==> config.mk <==
export PLATFORM = sky130hd
export DESIGN_NAME = fft64_out_serializer
export DESIGN_NICKNAME = d
export VERILOG_FILES = /design/src/rtl/fe_fft_pkg.sv /design/src/rtl/fe_frame_bank.sv /design/src/rtl/fft64_out_serializer.sv
export SDC_FILE = /design/constraint.sdc
export NUM_CORES = 2
export LEC_CHECK = 0
export ABC_AREA = 1
export BUFFER_PORTS_ARGS = -buffer_cell sky130_fd_sc_hd__buf_2
export CAP_MARGIN = 25
export CORE_AREA = 2 2 742 744
export DETAILED_ROUTE_END_ITERATION = 6
export DIE_AREA = 0 0 744 746
export PLACE_DENSITY_LB_ADDON = 0.2
export SYNTH_ARGS = -nofsm -noshare
export SYNTH_HDL_FRONTEND = slang
export SYNTH_SLANG_ARGS = --single-unit
==> constraint.sdc <==
create_clock -name clk -period 102.8 [get_ports clk]
set_clock_uncertainty 0.2 [all_clocks]
set_input_delay 20.56 -clock clk [delete_from_list [all_inputs] [get_ports clk]]
set_output_delay 20.56 -clock clk [all_outputs]
set_load 0.005 [all_outputs]
==> src/rtl/fe_fft_pkg.sv <==
// Shared constants and helpers for the FFT front-end output path.
// Sample layout: [n][I] / [n][Q] with NFFT samples per frame.
package fe_fft_pkg;

  localparam int NFFT = 64;
  localparam int I = 0;
  localparam int Q = 1;

  function automatic int beat_w(input int nbeats);
    return (nbeats > 1) ? $clog2(nbeats) : 1;
  endfunction

endpackage

==> src/rtl/fe_frame_bank.sv <==
// One frame-sized sample register bank.
// Whole frame written in a single cycle, read out one beat at a time.
module fe_frame_bank
  import fe_fft_pkg::*;
#(
  parameter int NBW_IN = 13,
  parameter int LANES  = 8,
  parameter int BW     = 3
) (
  input  logic                                   clk,
  input  logic                                   we,
  input  logic signed [NFFT-1:0][1:0][NBW_IN-1:0]  wdata,
  input  logic [BW-1:0]                          beat,
  output logic signed [LANES-1:0][1:0][NBW_IN-1:0] rdata
);

  logic signed [NFFT-1:0][1:0][NBW_IN-1:0] mem;

  // Payload only; validity is tracked by the owner's full flags.
  always_ff @(posedge clk) begin
    if (we) begin
      mem <= wdata;
    end
  end

  assign rdata = mem[int'(beat) * LANES +: LANES];

endmodule

==> src/rtl/fft64_out_serializer.sv <==
// Ping-pong frame buffer that streams 64-sample FFT frames
// out as LANES-wide beats over a valid/ready interface.
module fft64_out_serializer
  import fe_fft_pkg::*;
#(
  parameter int NBW_IN = 13,
  parameter int LANES  = 8
) (
  input  logic                                   clk,
  input  logic                                   rst_async_n,
  input  logic                                   i_valid,
  input  logic signed [NFFT-1:0][1:0][NBW_IN-1:0]  i_data,
  input  logic                                   i_ready,
  input  logic                                   i_ovf_clr,
  output logic                                   o_valid,
  output logic signed [LANES-1:0][1:0][NBW_IN-1:0] o_data,
  output logic                                   o_sof,
  output logic                                   o_eof,
  output logic                                   o_overflow,
  output logic                                   o_ovf_sticky
);

  localparam int NBEATS = NFFT / LANES;
  localparam int BW     = beat_w(NBEATS);
  localparam logic [BW-1:0] LAST = BW'(NBEATS - 1);

  if ((LANES < 1) || (LANES > NFFT) ||
      ((LANES & (LANES - 1)) != 0)) begin : g_bad_lanes
    $error("LANES must be a power of 2 in 1..64");
  end

  logic [1:0]    full_q;
  logic [1:0]    full_d;
  logic          wr_bank_q;
  logic          rd_bank_q;
  logic [BW-1:0] beat_q;
  logic          ovf_q;
  logic          sticky_q;
  logic          wr_en;
  logic          drop;
  logic          acc;
  logic          last_acc;

  logic signed [LANES-1:0][1:0][NBW_IN-1:0] rd0;
  logic signed [LANES-1:0][1:0][NBW_IN-1:0] rd1;

  assign o_valid  = full_q[rd_bank_q];
  assign acc      = o_valid & i_ready;
  assign last_acc = acc & (beat_q == LAST);
  assign wr_en    = i_valid & ~full_q[wr_bank_q];
  assign drop     = i_valid & full_q[wr_bank_q];

  // A write never lands on the bank being read, so both updates compose.
  always_comb begin
    full_d = full_q;
    if (last_acc) begin
      full_d[rd_bank_q] = 1'b0;
    end
    if (wr_en) begin
      full_d[wr_bank_q] = 1'b1;
    end
  end

  always_ff @(posedge clk or negedge rst_async_n) begin
    if (!rst_async_n) begin
      full_q    <= '0;
      wr_bank_q <= 1'b0;
      rd_bank_q <= 1'b0;
      beat_q    <= '0;
      ovf_q     <= 1'b0;
      sticky_q  <= 1'b0;
    end else begin
      full_q <= full_d;
      ovf_q  <= drop;
      if (wr_en) begin
        wr_bank_q <= ~wr_bank_q;
      end
      if (last_acc) begin
        rd_bank_q <= ~rd_bank_q;
        beat_q    <= '0;
      end else if (acc) begin
        beat_q <= beat_q + 1'b1;
      end
      if (drop) begin
        sticky_q <= 1'b1;
      end else if (i_ovf_clr) begin
        sticky_q <= 1'b0;
      end
    end
  end

  fe_frame_bank #(
    .NBW_IN (NBW_IN),
    .LANES  (LANES),
    .BW     (BW)
  ) u_bank0 (
    .clk   (clk),
    .we    (wr_en & ~wr_bank_q),
    .wdata (i_data),
    .beat  (beat_q),
    .rdata (rd0)
  );

  fe_frame_bank #(
    .NBW_IN (NBW_IN),
    .LANES  (LANES),
    .BW     (BW)
  ) u_bank1 (
    .clk   (clk),
    .we    (wr_en & wr_bank_q),
    .wdata (i_data),
    .beat  (beat_q),
    .rdata (rd1)
  );

  assign o_data       = rd_bank_q ? rd1 : rd0;
  assign o_sof        = o_valid & (beat_q == '0);
  assign o_eof        = o_valid & (beat_q == LAST);
  assign o_overflow   = ovf_q;
  assign o_ovf_sticky = sticky_q;

endmodule

Yosys cells after proc, flatten, opt, wreduce, memory -nomap -nowiden

Cells that the tools add are included.

Flip-flop bits (word level): 3,337
Output and inout bits: 213
Word-level logic and storage cells: 354

Add/sub/neg operators: 1
$lt $le $gt $ge: 4
Equality and inequality tests: 1
Shift operators: 52
Multiplexer cells: 15
Bitwise gates (word level): 14
Reduce and logical (&&, ||, !) cells: 5

Operators by type and width:

| cell                                                                 | number |
|---|---|
| 64-bit by 7-bit variable part select with 8-bit output               | 52 |
| 208-bit 2-to-1 mux                                                   | 1 |
| 1-bit bitwise AND                                                    | 8 |
| 1-bit 2-to-1 mux                                                     | 8 |
| 3-bit 2-to-1 mux                                                     | 2 |
| 1-bit by 2-bit < comparator with 1-bit output, second input constant | 2 |
| 2-bit 2-to-1 mux                                                     | 2 |
| 2-bit nonzero test                                                   | 2 |
| 3-bit by 1-bit adder with 3-bit output, second input constant        | 1 |
| 3-bit == test, second input constant                                 | 1 |
| 3-bit logical NOT                                                    | 1 |
| 1-bit inverter                                                       | 3 |
| 2-bit bitwise AND                                                    | 1 |
| 1-bit demux with 1-bit select                                        | 2 |
| 1-bit greater-or-equal comparator, second input constant             | 2 |
| 1-bit logical AND                                                    | 2 |
| 2-bit inverter                                                       | 1 |
| 2-bit OR                                                             | 1 |

Depth between registers and ports, before layout

Depth in word-level cells: 9
Depth in mapped cells: 11
Gate-level depth less buffers: 7

Modules after synthesis

From an unflattened synthesis, not the netlist that was laid out.

Cells, all modules: 15,104
Area total of the unflattened synthesis: 147,926.9 um^2

By module, submodules not included:

| module               | instances | cells each | area an instance (um^2) | seq. area each (um^2) |
|---|---|---|---|---|
| fe_frame_bank        | 2         | 7,189      | 72,346.9                | 49,967.9 |
| fft64_out_serializer | 1         | 726        | 3,233.1                 | 225.2 |

Worst setup path before layout

Ideal clock, no wire load.

Path kind: input -> register
Start point: in i_valid
End point: reg full_q[1]
Library setup time: 209 ps
Data arrival time: 92,684 ps
Data required time: 102,391 ps
Path slack: 9,708 ps
Stages: 4
Path through: inv_1 -> nor2_1 -> inv_1 -> nand2_1

Word-level cells in the longest chain between the ends: 2

RTL lines:

| what                 | RTL line                   | text |
|---|---|---|
| from (decl)          | fft64_out_serializer.sv:11 | `input logic i_valid,` |
| 1-bit bitwise AND    | fft64_out_serializer.sv:50 | `assign wr_en = i_valid & ~full_q[wr_bank_q];` |
| 2-bit 2-to-1 mux     | fft64_out_serializer.sv:59 | `if (wr_en) begin` |
| via full_d[1]        | fft64_out_serializer.sv:33 | `logic [1:0] full_d;` |
| to (signal assigned) | fft64_out_serializer.sv:73 | `full_q <= full_d;` |
| to (decl)            | fft64_out_serializer.sv:32 | `logic [1:0] full_q;` |

The timed path passes the listed nets, and every way through them passes these cells.
A chain may end at the register's enable or synchronous reset.

==> run metrics <==
slowest cell on the critical path buf_4; post-cts resize count 0; DR vias/cell 4.45; post-synth net total 14100; Num Clock Sinks 3337; Root Buffer clkbuf_16; worst stage delay on the critical path 0.86 ns; min Tclk post-route 27.33 ns; synthesis-stage register bit count 3337; first-pass GRT wire length 748000 um; hold crit path type reg -> reg; core region area 547000 sq um; Die H 746 um; startpoint types flop; layout cell share with drive strength beyond 1 18.0%; Worst Tran Pin Value 1.13 ns; critical-path cell list inv_8 > buf_4 > buf_12 > buf_4 > buf_4 > nand2_1 > nand3_1 > nand2_1 > nand2_1 > nand3_1 > nand2_1 > buf_2; largest family of logic cells by synthesized area simple AND/OR/NAND/NOR gates; Fin Setup TNS 0 ns; number of synthesis warnings 0; Slew headroom 24.5%; combinational share of power 34.6%; Post-DP HPWL 398000 um; # DRC 0; post-synth top area share 72.3%; NetSw 1.80 mW; Post-Synth XOR/XNOR Area 0%; Worst Path Max Fanout 146; H-tree depth 5; final setup violation count 0; Worst path most repeated cell nand2_1; outcome completed; WP buf/inv 6; fraction of registers with async set/reset 0.270%; final wirelength 556000 um; largest net degree at the start of global routing 210; CTS Buffer Depth 4; Final Non-Filler Cells 22000; drt pass-1 iters 6; simple-gate share of the synthesized area 21.2%; Synth-to-Final Area Change 21.2%; Post-synth EDFFs 3328; Total Routing Usage GR 19.2%; Distinct cells, synth 15; # IOs 1882; share of synthesized area spent on multiplexers 0%; Worst-Skew Late Latency 0.98 ns; sequential power share 36.4%; Int Power 2.81 mW; f_max 0.0366 GHz; ANT nets after route 0; Clock Power Share 29.0%; Peak supply drop 24.1 uV; clk slew on worst S/H paths 0.06 ns; total gr overflow 0; crit end category output pin; Mapped Cells 12400; top post-synthesis cells by area edfxtp_1, nand2_1, nand3_1, inv_1, buf_2; area fraction in compound gates after synthesis 0.0217%; antenna violations before repair 797; top_reg_cell synth edfxtp_1; CTS tree yes; Nets 15800; Die ar. 555000 sq um; largest area contributor in the netlist edfxtp_1; Critical Path RT 82.04 ns; synthesized area 138000 sq um; drt wl/cell 25.3 um; Post-Syn Area per Cell 11.2 sq um; critical path type reg -> out; sequential element share of the synthesized area 72.4%; final hold violation count 0; Tcrit/Tclk final 26.6%; CP delay by family, top buffers and inverters; # port buffers 1881; RSZ-0062 raised after global routing false; MaxCap Viol Count 0; CTS Hold Bufs 0; TritonCTS buffer count 383; Lkg Pwr 68.1 nW; most frequent cell after synthesis nand2_1; vias in the first global route 91300; Initial Util 25.3%; synth cell count leaders nand2_1, edfxtp_1, nand3_1, inv_1, buf_2; Die Wd 744 um; crit path DAT 6.57 ns; power density over cell area 27.5 nW/um^2; drt first-iter violations 7797; total number of vias 97800; post-synthesis adder-cell area fraction 0.0271%; routability cong. 0.883; number of placed cells counting well taps 21000; Final Max Slew Viols 0; Cell Rows 272; Sw Ratio 39.1%; Post-CTS Setup Inserts 0
==> worst register-to-register path, stage by stage (launching register included) <==
cell	delay, ns
dfrtp_1	0.40
inv_1	0.06
nand2_1	0.24
nor2_4	0.24
buf_12	0.45
buf_12	0.79
buf_4	0.91
buf_4	0.79
buf_4	0.87
buf_4	0.61
buf_4	0.78
buf_4	0.86
==> power groups by stage <==
stage	Combinational [mW]	Sequential, mW	Clock (mW)
global route	1.77	1.69	1.42
finish	1.60	1.68	1.34
detailed placement	1.63	1.71	0
CTS	1.63	1.68	1.37
global placement	1.63	1.71	0
floorplan	0.915	2.14	0
==> cell usage in the layout (no fill, tap or decap), types with 5 or more instances in the layout <==
master,synthesis,routed
clkinv_1,0,97
bufinv_16,0,24
clkinv_2,0,69
buf_16,0,5
inv_6,0,5
diode_2,0,325
dfrtp_1,9,5
clkinvlp_4,0,12
o21ai_0,6,6
nand3_1,2422,2422
edfxtp_1,3328,3328
clkbuf_16,0,390
buf_4,70,117
inv_16,0,5
or2_2,36,36
clkbuf_1,130,77
nand2_1,4501,4501
buf_2,397,1881
buf_12,0,24
inv_1,1393,1391
clkinv_16,0,7
==> layout make-up <==
class,count,area [sq um]
diodes,325,813
clock buffers,471,10100
clock inverters,224,1940
fillers,57000,380000
inverters,1395,5270
multi-input cells,6973,29300
flip-flops and latches,3337,100000
well taps,7261,9080
repair buffers,2027,10900
==> layer usage <==
metal | share of wire, % | track usage [%]
met2 | 45 | 30.5
met1 | 39 | 23.1
met5 | 0.48 | 0
met4 | 3.3 | 6.11
met3 | 12 | 8.77
==> path summary, 6_finish.rpt <==
path	from	end	slack, ns	cells past startpoint
max	beat_q[0]$_DFFE_PN0P_	o_data[69]	75.47	12
min	full_q[1]$_DFF_PN0_	full_q[1]$_DFF_PN0_	0.32	2
max reg2reg	full_q[1]$_DFF_PN0_	u_bank1.mem[527]$_DFFE_PP_	95.16	11
min reg2reg	full_q[1]$_DFF_PN0_	full_q[1]$_DFF_PN0_	0.32	2
max in group asynchronous	rst_async_n	beat_q[2]$_DFFE_PN0P_	82.80	1
min in group asynchronous	rst_async_n	full_q[0]$_DFF_PN0_	19.29	1
==> per-stage QoR <==
stage	utilization, %	cell area (sq um)	total power, mW	hold slack (ns)	setup slack (ns)
after detailed placement	28.3	155000	3.33	0.297	74.82
after global routing	30.5	167000	4.87	0.356	74.85
final	30.6	168000	4.61	0.322	75.47
after global placement	28.3	155000	3.33	0.293	74.83
after CTS	30.5	167000	4.68	0.324	75.14
after floorplan	-	138000	3.05	0.256	9.71
==> registers in the layout (all words and copies together), names as in the netlist <==
register and count:
beat_q 3, full_q 2, o_overflow 1, o_ovf_sticky 1, rd_bank_q 1, u_bank0.mem 1664
u_bank1.mem 1664, wr_bank_q 1
==> logic make-up (layout without fill, tap and decap cells) <==
kind of cell	count (synthesis)	after routing
AND/OR/NAND/NOR	6964	6964
flip-flops	3337	3337
buffers and inverters	2089	4117
AO/OA/AOI/OAI	6	6
adder cells (fa/ha/maj)	3	3
other	0	325
Power figures use the tool's default switching activity.
